[src/rtl/vga_scanout.sv]
// 640x480@60 VGA scanout: walks a 32x32 cell grid in the framebuffer RAM and
// re-aligns syncs/DE with the RAM read latency so every output leaves on the same cycle.
module vga_scanout #(
   parameter int H_ACTIVE  = 640,
   parameter int H_FP      = 16,
   parameter int H_SYNC    = 96,
   parameter int H_BP      = 48,
   parameter int V_ACTIVE  = 480,
   parameter int V_FP      = 10,
   parameter int V_SYNC    = 2,
   parameter int V_BP      = 33,
   parameter int CELL_W    = 20,
   parameter int CELL_H    = 15,
   parameter int GRID_COLS = 32,
   parameter int ADDR_W    = 10,
   parameter int DATA_W    = 4
) (
   input  logic              clk,
   input  logic              rst,
   output logic [ADDR_W-1:0] ram_addr,
   input  logic [DATA_W-1:0] ram_dout,
   output logic [DATA_W-1:0] pixel,
   output logic              hsync,
   output logic              vsync,
   output logic              de,
   output logic              frame_start
);

   localparam int H_TOTAL = H_ACTIVE + H_FP + H_SYNC + H_BP;
   localparam int V_TOTAL = V_ACTIVE + V_FP + V_SYNC + V_BP;
   localparam int HC_W    = $clog2(H_TOTAL);
   localparam int VC_W    = $clog2(V_TOTAL);
   localparam int SX_W    = (CELL_W > 1) ? $clog2(CELL_W) : 1;
   localparam int SY_W    = (CELL_H > 1) ? $clog2(CELL_H) : 1;
   localparam int COL_W   = $clog2(GRID_COLS);
   localparam int ROW_W   = ADDR_W - COL_W;

   localparam logic [HC_W-1:0] H_LAST     = HC_W'(H_TOTAL - 1);
   localparam logic [HC_W-1:0] H_ACT      = HC_W'(H_ACTIVE);
   localparam logic [HC_W-1:0] H_ACT_LAST = HC_W'(H_ACTIVE - 1);
   localparam logic [HC_W-1:0] HS_FIRST   = HC_W'(H_ACTIVE + H_FP);
   localparam logic [HC_W-1:0] HS_LAST    = HC_W'(H_ACTIVE + H_FP + H_SYNC - 1);
   localparam logic [VC_W-1:0] V_LAST     = VC_W'(V_TOTAL - 1);
   localparam logic [VC_W-1:0] V_ACT      = VC_W'(V_ACTIVE);
   localparam logic [VC_W-1:0] VS_FIRST   = VC_W'(V_ACTIVE + V_FP);
   localparam logic [VC_W-1:0] VS_LAST    = VC_W'(V_ACTIVE + V_FP + V_SYNC - 1);
   localparam logic [SX_W-1:0] SX_LAST    = SX_W'(CELL_W - 1);
   localparam logic [SY_W-1:0] SY_LAST    = SY_W'(CELL_H - 1);

   generate
      if (H_ACTIVE != CELL_W * GRID_COLS) begin : g_chk_h
         $error("vga_scanout: H_ACTIVE must equal CELL_W*GRID_COLS");
      end
      if (V_ACTIVE / CELL_H > 32) begin : g_chk_v
         $error("vga_scanout: V_ACTIVE/CELL_H must not exceed 32");
      end
      if (GRID_COLS != 32) begin : g_chk_cols
         $error("vga_scanout: GRID_COLS must be 32");
      end
      if (ADDR_W != 2 * COL_W) begin : g_chk_addr
         $error("vga_scanout: ADDR_W must hold a 5-bit row and 5-bit column");
      end
   endgenerate

   // Stage 0: position counters and the address/timing registered for that position
   logic [HC_W-1:0]   h_cnt_q, h_cnt_d;
   logic [VC_W-1:0]   v_cnt_q, v_cnt_d;
   logic [SX_W-1:0]   sub_x_q, sub_x_d;
   logic [SY_W-1:0]   sub_y_q, sub_y_d;
   logic [COL_W-1:0]  cell_col_q, cell_col_d;
   logic [ROW_W-1:0]  cell_row_q, cell_row_d;
   logic [ADDR_W-1:0] ram_addr_q, ram_addr_d;
   logic              act0_q, act0_d;
   logic              hs0_q, hs0_d;
   logic              vs0_q, vs0_d;
   logic              fs0_q, fs0_d;

   // Stage 1: timing held while the RAM produces its data
   logic              act1_q, hs1_q, vs1_q, fs1_q;

   // Stage 2: outputs
   logic [DATA_W-1:0] pixel_q, pixel_d;
   logic              hsync_q, vsync_q, de_q, fs2_q;

   logic              h_wrap, v_wrap;

   always_comb begin
      h_wrap = (h_cnt_q == H_LAST);
      v_wrap = (v_cnt_q == V_LAST);

      h_cnt_d = h_wrap ? '0 : h_cnt_q + HC_W'(1);
      v_cnt_d = v_cnt_q;
      if (h_wrap) begin
         v_cnt_d = v_wrap ? '0 : v_cnt_q + VC_W'(1);
      end

      sub_x_d    = sub_x_q;
      cell_col_d = cell_col_q;
      if (h_wrap) begin
         sub_x_d    = '0;
         cell_col_d = '0;
      end else if (h_cnt_q < H_ACT_LAST) begin
         if (sub_x_q == SX_LAST) begin
            sub_x_d    = '0;
            cell_col_d = cell_col_q + COL_W'(1);
         end else begin
            sub_x_d = sub_x_q + SX_W'(1);
         end
      end

      // Rows step once per finished visible line; the last row wraps back to 0.
      sub_y_d    = sub_y_q;
      cell_row_d = cell_row_q;
      if (h_wrap) begin
         if (v_wrap) begin
            sub_y_d    = '0;
            cell_row_d = '0;
         end else if (v_cnt_q < V_ACT) begin
            if (sub_y_q == SY_LAST) begin
               sub_y_d    = '0;
               cell_row_d = cell_row_q + ROW_W'(1);
            end else begin
               sub_y_d = sub_y_q + SY_W'(1);
            end
         end
      end

      act0_d     = (h_cnt_d < H_ACT) && (v_cnt_d < V_ACT);
      ram_addr_d = act0_d ? {cell_row_d, cell_col_d} : {cell_row_d, {COL_W{1'b0}}};
      hs0_d      = !((h_cnt_d >= HS_FIRST) && (h_cnt_d <= HS_LAST));
      vs0_d      = !((v_cnt_d >= VS_FIRST) && (v_cnt_d <= VS_LAST));
      fs0_d      = (h_cnt_d == '0) && (v_cnt_d == '0);

      pixel_d    = act1_q ? ram_dout : '0;
   end

   // Stage-0 reset values describe position (0,0), so the first pixel emerges
   // two edges after reset is released.
   always_ff @(posedge clk) begin
      if (rst) begin
         h_cnt_q    <= '0;
         v_cnt_q    <= '0;
         sub_x_q    <= '0;
         sub_y_q    <= '0;
         cell_col_q <= '0;
         cell_row_q <= '0;
         ram_addr_q <= '0;
         act0_q     <= 1'b1;
         hs0_q      <= 1'b1;
         vs0_q      <= 1'b1;
         fs0_q      <= 1'b1;
         act1_q     <= 1'b0;
         hs1_q      <= 1'b1;
         vs1_q      <= 1'b1;
         fs1_q      <= 1'b0;
         pixel_q    <= '0;
         hsync_q    <= 1'b1;
         vsync_q    <= 1'b1;
         de_q       <= 1'b0;
         fs2_q      <= 1'b0;
      end else begin
         h_cnt_q    <= h_cnt_d;
         v_cnt_q    <= v_cnt_d;
         sub_x_q    <= sub_x_d;
         sub_y_q    <= sub_y_d;
         cell_col_q <= cell_col_d;
         cell_row_q <= cell_row_d;
         ram_addr_q <= ram_addr_d;
         act0_q     <= act0_d;
         hs0_q      <= hs0_d;
         vs0_q      <= vs0_d;
         fs0_q      <= fs0_d;
         act1_q     <= act0_q;
         hs1_q      <= hs0_q;
         vs1_q      <= vs0_q;
         fs1_q      <= fs0_q;
         pixel_q    <= pixel_d;
         hsync_q    <= hs1_q;
         vsync_q    <= vs1_q;
         de_q       <= act1_q;
         fs2_q      <= fs1_q;
      end
   end

   assign ram_addr    = ram_addr_q;
   assign pixel       = pixel_q;
   assign hsync       = hsync_q;
   assign vsync       = vsync_q;
   assign de          = de_q;
   assign frame_start = fs2_q;

endmodule

[config.mk]
export PLATFORM = sky130hd
export DESIGN_NAME = vga_scanout
export DESIGN_NICKNAME = d
export VERILOG_FILES = /design/src/rtl/vga_scanout.sv
export SDC_FILE = /design/constraint.sdc
export NUM_CORES = 1
export LEC_CHECK = 0
export CAP_MARGIN = 20
export CORE_MARGIN = 10
export CORE_UTILIZATION = 49
export CTS_BUF_LIST = sky130_fd_sc_hd__clkbuf_16
export DETAILED_ROUTE_END_ITERATION = 10
export GPL_ROUTABILITY_DRIVEN = 0
export GPL_TIMING_DRIVEN = 0
export PLACE_DENSITY_LB_ADDON = 0.25
export RECOVER_POWER = 50
export SLEW_MARGIN = 25
export SYNTH_ARGS = -nofsm -noshare
export SYNTH_HDL_FRONTEND = slang
export SYNTH_SLANG_ARGS = --single-unit
[constraint.sdc]
create_clock -name clk -period 2.07 [get_ports clk]
set_input_delay 0.414 -clock clk [delete_from_list [all_inputs] [get_ports clk]]
set_output_delay 0.414 -clock clk [all_outputs]
set_load 0.1 [all_outputs]
==> flow_metrics.py <==
metrics = {
    "synth": {
        "syn_area_mm2": 0.00277,
        "async_flop_share": 0,
        "synth_top_area_frac": 0.433,
        "ys.flop_type": "dfxtp_1",
        "synth-seq-cells": 60,
        "synth-seq-area-share": 0.433,
        "avgSynthCellArea_um2": 8.77,
        "synth_top_area_cell": "dfxtp_1",
        "synth_edf_count": 0,
        "ys_top_cells_by_area": "dfxtp_1, nor2_1, xnor2_1, xor2_1, ha_1",
        "synth_cell_type_count": 52,
        "ys.warnings.count": 0,
        "synth_cells": 316,
        "synth_nets": 331,
    },
    "floorplanning": {
        "num_io_pins": 24,
        "die_x_um": 95.2,
        "rows": 27,
        "dieArea_mm2": 0.00906,
        "start_util": 0.503,
        "core_mm2": 0.00551,
        "fp.dieH_um": 95.2,
    },
    "worst_setup_path": {
        "arrival_ps": 2440,
        "critical_path_class": "reg -> reg",
        "crit_fanout": 4,
        "max_stage_delay_ps": 560,
        "critPathTopFamily": "simple AND/OR/NAND/NOR gates",
        "cp_slowest_cell": "or4_4",
        "startpoint_type": "flip-flop",
        "critPathRequiredTime_ps": 2290,
        "cp-end-kind": "flip-flop",
        "path_buf_inv": 1,
        "worstPathCellList": "ha_4, nand4_4, or4_4, buf_6, or3_4, o21ai_4, nand3_1, or2_1",
    },
    "cells_and_area": {
        "layout_commonest_cell": "dfxtp_1",
        "diodes": 0,
        "drive_above_1_share": 0.281,
        "design_area_mm2": 0.00394,
        "fin_nets": 384,
        "fin_util": 0.715,
        "final_cell_mix": "dfxtp_1, nor2_1, buf_4",
        "syn2layout_area_growth_pct": 42.0,
    },
    "grt": {
        "grtUsageTotal": 0.145,
        "grt_pass1_wl_mm": 10.6,
        "grt_overflow": 0,
        "grt_max_degree": 13,
        "grt_antenna_before_repair": 0,
        "grt_pass1_vias": 2335,
    },
    "cts": {
        "h-tree-depth": 3,
        "cts_buffer_depth": 2,
        "clock_sinks": 60,
        "cts_tree": "yes",
        "cts_hold_buf": 0,
        "worstSkewPairLatency_ps": 330,
        "cts_root_buf": "clkbuf_16",
        "cts-buffers-inserted": 9,
        "clk_pin_slew_worst_paths_ps": 50,
    },
    "timing": {
        "max_freq_mhz": 450,
        "fin_ws_ps": -153,
        "period_minus_slack_ps": 2220,
        "maxSlewHeadroom": 0.352,
        "grt_setup_unrepaired": "yes",
        "fin_crit_sh": 1.07,
        "finClkSkew_ps": 8.93,
        "worst_pin_slew_ps": 976,
        "finalHoldViolations": 0,
        "setup_viol": 5,
        "slew_viol_final": 0,
    },
    "outcome": {
        "status": "finished, violations left",
        "violations": "setup timing",
    },
    "pwr": {
        "p_leak_nw": 1.57,
        "power.density_mw_per_mm2": 804,
        "power_mw": 3.17,
        "max-vdd-ir-drop_mv": 0.546,
    },
    "run": {
        "cap_viol_max_count": 0,
    },
    "detailed_routing": {
        "vias_per_cell": 5.64,
        "vias": 2516,
        "drtAntennaViolNets": 0,
        "wl_mm": 7.47,
        "wire_per_inst_um": 16.7,
        "drt_iter0_drc": 132,
        "drc": 0,
        "first_pass_iters": 5,
    },
    "place": {
        "placed_cell_area_mm2": 0.00311,
        "place_ws_ps": -408,
        "dp_hpwl_mm": 4.06,
        "io_buffers": 23,
    },
    "worst_hold_path": {
        "min_path_type": "reg -> reg",
    },
}
[registers in the layout (all words and copies together) (netlist names)]
name	flops
hs1_q	1
act0_q	1
de	1
vs0_q	1
vsync	1
ram_addr	10
act1_q	1
v_cnt_q	10
cell_col_q	5
h_cnt_q	10
hsync	1
hs0_q	1
vs1_q	1
sub_x_q	5
sub_y_q	4
pixel	4
fs0_q	1
frame_start	1
fs1_q	1
[where the power goes]
group	internal [mW]	total [mW]	switching (mW)
sequential	1.17	1.18	0.0124
combinational	0.0392	0.118	0.0789
clock	1.31	1.86	0.556
[cells by family after synthesis]
kind of cell    count (synthesis)  synth area share
mux                             4            0.0144
simple gates                  143             0.273
fa+ha+maj                       9            0.0406
flops                          60             0.433
compound gates                 43             0.102
xor+xnor                       30            0.0948
buf+inv                        27            0.0420
[repair_timing]
action / 4_1_cts / 5_1_grt
endpoints found under the setup margin: 55 / 29
setup buffers: 10 / 15
gates cloned: 1 / 0
pin swaps: 9 / 16
gates resized for setup: 48 / 42
[metal layers]
layer | share of wire | vias to the layer above | track usage
met5 | 0 | - | 0
met4 | 0.028 | 0 | 0.0960
met3 | 0.078 | 25 | 0.0456
met2 | 0.51 | 112 | 0.227
met1 | 0.39 | 1173 | 0.168
li1 | - | 1206 | -
[synth_stat cells (all sizes together), types with 3 or more instances]
cell    instances
a211oi          4
a21oi          11
a31oi           3
and2            4
and4            3
buf             8
clkbuf         10
dfxtp          60
ha              9
inv             9
mux2i           4
nand2          17
nand2b          4
nand3          17
nand4           6
nor2           49
nor2b           8
nor3           11
nor4            4
o21ai          11
or2             7
xnor2          16
xor2           14
[layout make-up]
class                           count  area, um^2
Multi-Input combinational cell    229        1730
Clock inverter                      7         146
Tap cell                           72        90.1
Sequential cell                    60        1220
Timing Repair Buffer               49         413
Fill cell                         377        1570
Clock buffer                        9         225
Inverter                            9        33.8
Buffer                             11        78.8
[stage by stage]
| step | hold WS, ps | setup TNS (ps) | std cells |
|---|---|---|---|
| after floorplan | 389 | -153 | 316 |
| after global placement | 393 | -5960 | 411 |
| after detailed placement | 399 | -6490 | 411 |
| after CTS | 413 | -103 | 432 |
| after global routing | 428 | -2090 | 446 |
| final | 414 | -346 | 446 |
[path summary, 6_finish.rpt]
path                            depth (start not counted)  startpoint  slack (ps)  endpoint
worst max-delay path                                    8  h_cnt_q[1]        -150     vs0_q
worst min-delay path                                    1       vs0_q         410     vs1_q
worst max register to register                          8  h_cnt_q[1]        -150     vs0_q
worst min register to register                          1       vs0_q         410     vs1_q
No activity file was read; power rests on OpenSTA's default activity.
